$ cat config.mk
export PLATFORM = sky130hd
export DESIGN_NAME = prog_state_sequencer
export DESIGN_NICKNAME = d
export VERILOG_FILES = /design/src/rtl/prog_state_sequencer_pkg.sv /design/src/rtl/prog_state_sequencer_table.sv /design/src/rtl/prog_state_sequencer.sv
export SDC_FILE = /design/constraint.sdc
export NUM_CORES = 1
export LEC_CHECK = 0
export ABC_AREA = 1
export CELL_PAD_IN_SITES_DETAIL_PLACEMENT = 2
export CELL_PAD_IN_SITES_GLOBAL_PLACEMENT = 2
export CORE_MARGIN = 2
export CORE_UTILIZATION = 33
export CTS_CLUSTER_SIZE = 40
export DETAILED_ROUTE_END_ITERATION = 8
export PLACE_DENSITY_LB_ADDON = 0.1
export SLEW_MARGIN = 20
export SYNTH_ARGS = -nofsm -noshare
export SYNTH_HDL_FRONTEND = slang
export SYNTH_SLANG_ARGS = --single-unit
$ cat constraint.sdc
create_clock -name clk -period 1.5 [get_ports clk]
set_clock_uncertainty 0.2 [all_clocks]
set_input_delay 0.15 -clock clk [delete_from_list [all_inputs] [get_ports clk]]
set_output_delay 0.15 -clock clk [all_outputs]
set_load 0.01 [all_outputs]
$ cat src/rtl/prog_state_sequencer_pkg.sv
// Shared helpers for the programmable sequencer: default table contents
// and the legal-index check used by both write-accept and state recovery.
package seq_pkg;

    function automatic int default_next(input int idx, input int n);
        return (idx + 1) % n;
    endfunction

    function automatic logic default_out(input int idx);
        return (idx == 0);
    endfunction

    function automatic logic is_legal(input int idx, input int n);
        return (idx < n);
    endfunction

endpackage

$ cat src/rtl/prog_state_sequencer_table.sv
// N_STATES x (SW+1) next-state/output register file with one write port
// and a combinational read at the current state.
module seq_table
    import seq_pkg::*;
#(
    parameter int N_STATES = 8,
    parameter int SW       = $clog2(N_STATES)
) (
    input  logic          clk,
    input  logic          reset,
    input  logic          wr_en,
    input  logic [SW-1:0] wr_addr,
    input  logic [SW-1:0] wr_next,
    input  logic          wr_out,
    output logic          wr_reject,
    input  logic [SW-1:0] rd_addr,
    output logic [SW-1:0] rd_next,
    output logic          rd_out
);

    logic [SW-1:0] next_tbl [N_STATES];
    logic          out_tbl  [N_STATES];
    logic          wr_legal;
    logic          wr_accept;
    logic          rd_legal;

    assign wr_legal  = is_legal(int'(32'(wr_addr)), N_STATES) &&
                       is_legal(int'(32'(wr_next)), N_STATES);
    assign wr_accept = wr_en && wr_legal;
    assign wr_reject = wr_en && !wr_legal;

    always_ff @(posedge clk or posedge reset) begin
        if (reset) begin
            for (int i = 0; i < N_STATES; i++) begin
                next_tbl[i] <= SW'(default_next(i, N_STATES));
                out_tbl[i]  <= default_out(i);
            end
        end else if (wr_accept) begin
            next_tbl[wr_addr] <= wr_next;
            out_tbl[wr_addr]  <= wr_out;
        end
    end

    // Out-of-range reads (corrupted state) resolve to state 0 with output low.
    assign rd_legal = is_legal(int'(32'(rd_addr)), N_STATES);

    always_comb begin
        rd_next = '0;
        rd_out  = 1'b0;
        if (rd_legal) begin
            rd_next = next_tbl[rd_addr];
            rd_out  = out_tbl[rd_addr];
        end
    end

endmodule

$ cat src/rtl/prog_state_sequencer.sv
// Table-driven Moore sequencer: state register, advance mux, self-loop
// detection and a one-cycle flag for rejected table writes.
module prog_state_sequencer
    import seq_pkg::*;
#(
    parameter int N_STATES    = 8,
    parameter int START_STATE = 0,
    localparam int SW         = $clog2(N_STATES)
) (
    input  logic          clk,
    input  logic          reset,
    input  logic          en,
    input  logic          wr_en,
    input  logic [SW-1:0] wr_addr,
    input  logic [SW-1:0] wr_next,
    input  logic          wr_out,
    output logic [SW-1:0] state,
    output logic          y,
    output logic          hold,
    output logic          wr_err
);

    localparam logic [SW-1:0] START = SW'(START_STATE);

    logic [SW-1:0] tbl_next;
    logic          tbl_out;
    logic          wr_reject;
    logic          state_ok;

    seq_table #(
        .N_STATES (N_STATES),
        .SW       (SW)
    ) u_table (
        .clk       (clk),
        .reset     (reset),
        .wr_en     (wr_en),
        .wr_addr   (wr_addr),
        .wr_next   (wr_next),
        .wr_out    (wr_out),
        .wr_reject (wr_reject),
        .rd_addr   (state),
        .rd_next   (tbl_next),
        .rd_out    (tbl_out)
    );

    assign state_ok = is_legal(int'(32'(state)), N_STATES);

    // Advance reads the pre-write table: a same-cycle write lands on the same edge.
    always_ff @(posedge clk or posedge reset) begin
        if (reset) begin
            state <= START;
        end else if (en) begin
            state <= tbl_next;
        end
    end

    always_ff @(posedge clk or posedge reset) begin
        if (reset) begin
            wr_err <= 1'b0;
        end else begin
            wr_err <= wr_reject;
        end
    end

    assign y    = state_ok && tbl_out;
    assign hold = state_ok && (tbl_next == state);

endmodule

==> flow_summary.ini, run 1 <==
[status]
status = finished, violations left
failed_checks = negative setup slack

[timing]
rsz0062_at_grt = true
setup_violations = 7
slew_violations = 0
min_period_over_period = 1.369
hold_viol = 0
fin_setup_tns_ns = -2.169
fmax_ghz = 0.4870
finalWorstSetupSlack_ns = -0.5536
period_minus_slack_ns = 2.054
timing.hold.ws_ns = 0.001414

[synthesis]
ys_types = 20
syn_nets = 234
syn-cell-area_um2 = 1765
synth-seq-cells = 35
seq_area_frac_synth = 0.5053
synthCells = 223
postSynthAreaPerCell_um2 = 7.917
yosysWarnings = 0

[power_and_ir_drop]
intPower_mw = 2.831
power.density_nw_per_um2 = 1916
combPwrFrac = 0.555
sw_frac_of_total = 0.4161
power_mw = 4.848
ir_worst_vdd_v = 0.0006482
power.leakage_nw = 1.189
clock_power_share = 0.160
power_switching_mw = 2.017
seq_power_share = 0.284

[global_routing]
antenna_found_initial = 0
grt_pass1_wl_um = 10970
grt_pass1_vias = 1964
grt_use_total = 0.2454
overflow = 0
grt_max_degree = 36

[setup_path]
critical_path_buf_inv_count = 2
r2r_start = state[0]$_DFFE_PP0P_
r2r_end = state[2]$_DFFE_PP0P_
reg2reg_slack_ns = -0.46
cp_common_cell = nand2_2
crit_type = reg -> out
rr_worst_depth = 11
crit_chain = buf_6 > nor2_4 > nor2_2 > nand2_1 > nand3_2 > nand2_2 > nand2_2 > nand2_2 > nor2_2 > buf_2
crit_fanout = 5
cp_slowest_cell = dfrtp_2
crit_path_start_kind = flip-flop
max_stage_delay_ns = 0.46
arrival_ns = 1.70
cpLargestDelayFamily = simple AND/OR/NAND/NOR gates
required_ns = 1.15
end_kind = primary output

[routing]
wl_um = 7218
first_pass_iters = 4
vias_per_cell = 4.986
drc = 0
wl_per_cell_um = 20.92
drt-initial-drc-count = 78
vias = 1720
drtAntennaViolNets = 0

[layout]
final_net_count = 285
layout_common_cells = 54 x nand2_1, 28 x o21ai_0, 25 x inv_1, 20 x nand2_2, 20 x dfrtp_1
layoutNonFillerInstCount = 345
drive_gt1_frac = 0.4073
fin_util = 0.4922
regArea_um2 = 894.6
area_delta_synth_final_pct = 43.30
design_area_um2 = 2530
multiInputGateArea_um2 = 889.6
mostFrequentLayoutCell = nand2_1
diodes = 0
fill_cells = 562

[placement]
dp_hpwl_um = 4667
gp_congestion = 0.7938
io_buffers = 15
dp_cells = 327
place_ws_ns = -0.6541
dpl_cell_area_um2 = 2150

[clock_network]
h-tree-depth = 2
cts.sinks = 35
clk_latency_ns = 0.29
clockBufferDepth = 2
cts_hold_buf = 0
numCtsBuffers = 5
cts_tree = yes
cts-root-buf = clkbuf_8
clk_pin_slew_ns = 0.08

[floorplan]
die_h_um = 77.14
start_util = 0.3435
fp.coreArea_um2 = 5140
io_pins = 17
dieArea_um2 = 5951
fp-row-count = 26
die_w_um = 77.14

[flow_run]
max-cap-violations = 0

[hold_path]
worstHoldPathType = in -> async
final cells by class:
class,count,area share
clock buffers,8,0.03956
inverters,28,0.04352
multi-input cells,155,0.3516
flip-flops and latches,35,0.3536
well taps,70,0.03462
repair buffers,49,0.1771
synthesized netlist by cell type:
master | count | share of area
a21oi_1 | 4 | 0.011
a31oi_1 | 1 | 0.0035
buf_4 | 2 | 0.0085
buf_6 | 3 | 0.019
conb_1 | 1 | 0.0021
dfrtp_1 | 22 | 0.31
dfstp_2 | 13 | 0.19
inv_1 | 26 | 0.055
inv_2 | 2 | 0.0043
nand2_1 | 71 | 0.15
nand2_2 | 5 | 0.018
nand3_1 | 10 | 0.028
nand3_2 | 6 | 0.034
nor2_1 | 17 | 0.036
nor2_2 | 1 | 0.0035
nor3_4 | 1 | 0.0092
o21ai_0 | 28 | 0.079
o21ai_1 | 8 | 0.023
o21ai_2 | 1 | 0.0050
o22ai_1 | 1 | 0.0035
cell families (layout without fill, tap and decap cells):
group	after synthesis	in the layout	share of synthesized area
flops	35	35	0.5053
buf+inv	33	85	0.08717
simple gates	111	111	0.2800
other cells	1	1	0.002124
compound gates	43	43	0.1254
power by group through the flow:
| stage | Combinational, mW | Clock, mW | Sequential, mW |
|---|---|---|---|
| 2_1_floorplan | 1.02 | 0 | 1.33 |
| 4_1_cts | 2.29 | 0.796 | 1.34 |
| 6_report | 2.69 | 0.777 | 1.38 |
| 3_3_place_gp | 1.77 | 0 | 1.33 |
| 3_5_place_dp | 1.89 | 0 | 1.35 |
| 5_1_grt | 2.86 | 0.823 | 1.41 |
timing repair:
item | 4_1_cts | 5_1_grt
setup endpoints to repair | 9 | 28
pin swaps | 8 | 9
resized for setup | 42 | 31
buffers inserted | 12 | 1
gates cloned | 0 | 2
state kept, by name, indices dropped and copies added (netlist names):
signal	count
state	3
u_table.next_tbl	24
u_table.out_tbl	8
worst reg2reg max path, stage by stage (launching register included):
cell and delay (ns):
dfrtp_2 0.46, buf_2 0.17, nand2_1 0.08, nand3_2 0.08, nand2_2 0.09, nand2_2 0.06, buf_4 0.14, buf_6 0.10
buf_6 0.11, buf_6 0.11, buf_6 0.11, o22ai_1 0.17
worst max-delay path by stage:
stage	start	depth (start not counted)	slack [ns]	end
after floorplan	state[0]$_DFFE_PP0P_	8	0.000002	hold
after global placement	state[0]$_DFFE_PP0P_	11	-0.60	hold
after detailed placement	state[0]$_DFFE_PP0P_	11	-0.65	hold
after CTS	state[0]$_DFFE_PP0P_	11	-0.51	hold
after global routing	state[0]$_DFFE_PP0P_	10	-0.60	hold
final	state[0]$_DFFE_PP0P_	10	-0.55	hold
routing by layer:
layer	vias to the layer above	global-route usage	wire length [µm]
met3	16	0.04824	168
li1	809	-	-
met4	0	0.08750	175
met5	-	0	0
met2	31	0.4478	3848
met1	864	0.2828	3025
No activity file was read; power rests on OpenSTA's default activity.
==> run 2: changes to the inputs <==
--- a/config.mk
+++ b/config.mk
@@ -9,9 +9,10 @@
 export CELL_PAD_IN_SITES_DETAIL_PLACEMENT = 2
 export CELL_PAD_IN_SITES_GLOBAL_PLACEMENT = 2
 export CORE_MARGIN = 2
-export CORE_UTILIZATION = 33
+export CORE_UTILIZATION = 37
 export CTS_CLUSTER_SIZE = 40
 export DETAILED_ROUTE_END_ITERATION = 8
+export DONT_BUFFER_PORTS = 1
 export PLACE_DENSITY_LB_ADDON = 0.1
 export SLEW_MARGIN = 20
 export SYNTH_ARGS = -nofsm -noshare
==> flow_summary.ini, run 2 (synthesis gave the netlist of run 1 again) <==
[clock_network]
clk_pin_slew_ns = 0.07
h-tree-depth = 2
cts.sinks = 35
clockBufferDepth = 2
cts_tree = yes
cts-root-buf = clkbuf_8
clk_latency_ns = 0.30
numCtsBuffers = 5

[setup_path]
crit_fanout = 5
crit_type = reg -> out
reg2reg_slack_ns = -0.13
required_ns = 1.15
end_kind = primary output
crit_path_start_kind = flip-flop
arrival_ns = 1.68

[routing]
first_pass_iters = 4
vias_per_cell = 5.206
drtAntennaViolNets = 0
wl_per_cell_um = 19.84
wl_um = 6151
drc = 0
drt-initial-drc-count = 39
vias = 1614

[global_routing]
grt_use_total = 0.2485
grt_max_degree = 36
antenna_found_initial = 0
grt_pass1_wl_um = 9646
overflow = 0
grt_pass1_vias = 1777

[floorplan]
die_w_um = 73.08
dieArea_um2 = 5340
fp-row-count = 25
fp.coreArea_um2 = 4661
start_util = 0.3788
die_h_um = 73.08
io_pins = 17

[power_and_ir_drop]
power.leakage_nw = 1.060
power.density_nw_per_um2 = 1911
power_mw = 4.225
ir_worst_vdd_v = 0.0006947

[timing]
fmax_ghz = 0.4920
min_period_over_period = 1.355
slew_violations = 0
timing.hold.ws_ns = 0.0002456
rsz0062_at_grt = true
hold_viol = 0
period_minus_slack_ns = 2.033
finalWorstSetupSlack_ns = -0.5326
setup_violations = 6

[placement]
dp_hpwl_um = 4064
io_buffers = 0
gp_congestion = 0.8021
dpl_cell_area_um2 = 1922

[layout]
drive_gt1_frac = 0.2734
area_delta_synth_final_pct = 25.23
diodes = 0
mostFrequentLayoutCell = nand2_1
layout_common_cells = 69 x nand2_1, 28 x o21ai_0, 26 x inv_1, 21 x dfrtp_1, 16 x buf_4
regArea_um2 = 893.4
multiInputGateArea_um2 = 774.5
fill_cells = 513
final_net_count = 266
largest_reg_flops = 24
fin_util = 0.4744
top_regs = u_table.next_tbl: 24 flops, u_table.out_tbl: 8 flops, state: 3 flops
design_area_um2 = 2211
top_register = u_table.next_tbl

[status]
failed_checks = negative setup slack
status = finished, violations left

[flow_run]
max-cap-violations = 0

[hold_path]
worstHoldPathType = in -> reg
==> run 2: cell count changes in the layout (fill, tap and decap cells not counted), moves of 6 or more <==
cell             change
clkdlybuf4s50_1     -11
nand2_2             -13
nand2_1             +15
dlygate4sd3_1        +8
nor2_1               +6
buf_6                -8
==> run 2: area by class of cell <==
class,count,area share
clock buffer,6,0.03282
clock inverter,2,0.01698
inverter,28,0.04867
multi-input combinational,155,0.3503
sequential,35,0.4041
tap,54,0.03056
timing repair buffer,29,0.1132
timing repair inverter,1,0.003396
==> run 2: final timing paths <==
path                       cells past startpoint                                to                       startpoint
min in group asynchronous                      3   u_table.next_tbl[1]$_DFFE_PP0P_                            reset
max reg2reg                                    8              state[2]$_DFFE_PP0P_             state[0]$_DFFE_PP0P_
max                                           10                              hold             state[0]$_DFFE_PP0P_
max in group asynchronous                      3  u_table.next_tbl[16]$_DFFE_PP1P_                            reset
min                                            4   u_table.next_tbl[1]$_DFFE_PP0P_                       wr_addr[2]
min reg2reg                                    2   u_table.next_tbl[5]$_DFFE_PP1P_  u_table.next_tbl[5]$_DFFE_PP1P_
==> run 2: what timing repair did <==
action,CTS,global route
hold endpoints to repair,43,0
endpoints found under the setup margin,3,5
gates cloned,1,1
setup buffers,1,1
gates resized for setup,12,7
hold buffers,8,0
pin swaps,2,0
==> run 2: metal layers <==
layer	GRT usage	routed length, µm	vias up
met5	0	0	-
met4	0.08436	72	0
met3	0.05387	139	8
met2	0.4094	3127	22
met1	0.3225	2812	819
li1	-	-	765
==> run 2: worst max-delay path: stages (launching register included) <==
cell and delay, ns:
dfrtp_2 0.48, clkinvlp_4 0.12, buf_4 0.11, nand2_1 0.06, nand3_1 0.08, nand2_1 0.07
nand2_1 0.08, nand2_1 0.07, inv_1 0.08, nand3_2 0.10, nor2_4 0.14
==> run 2: metrics by stage <==
stage          TNS (ns)  setup slack, ns  std cells
3_5_place_dp    -0.1648          -0.1077        290
2_1_floorplan         0      0.000001776        223
3_3_place_gp   -0.05647         -0.05647        290
6_report         -1.311          -0.5326        310
4_1_cts         -0.9385          -0.4402        308
5_1_grt          -1.764          -0.5994        310
==> run 2: report_power, final <==
| part | internal [mW] | leakage [nW] | switching, mW |
|---|---|---|---|
| registers | 1.20 | 0.408 | 0.165 |
| clock network | 0.496 | 0.0514 | 0.367 |
| logic | 0.825 | 0.601 | 1.18 |
| total | 2.52 | 1.06 | 1.71 |
==> run 3: changes to the inputs <==
--- a/config.mk
+++ b/config.mk
@@ -6,6 +6,7 @@
 export NUM_CORES = 1
 export LEC_CHECK = 0
 export ABC_AREA = 1
+export CAP_MARGIN = 20
 export CELL_PAD_IN_SITES_DETAIL_PLACEMENT = 2
 export CELL_PAD_IN_SITES_GLOBAL_PLACEMENT = 2
 export CORE_MARGIN = 2
==> results of run 3 <==
The final DEF is identical to that of run 2; final timing and power are the same.
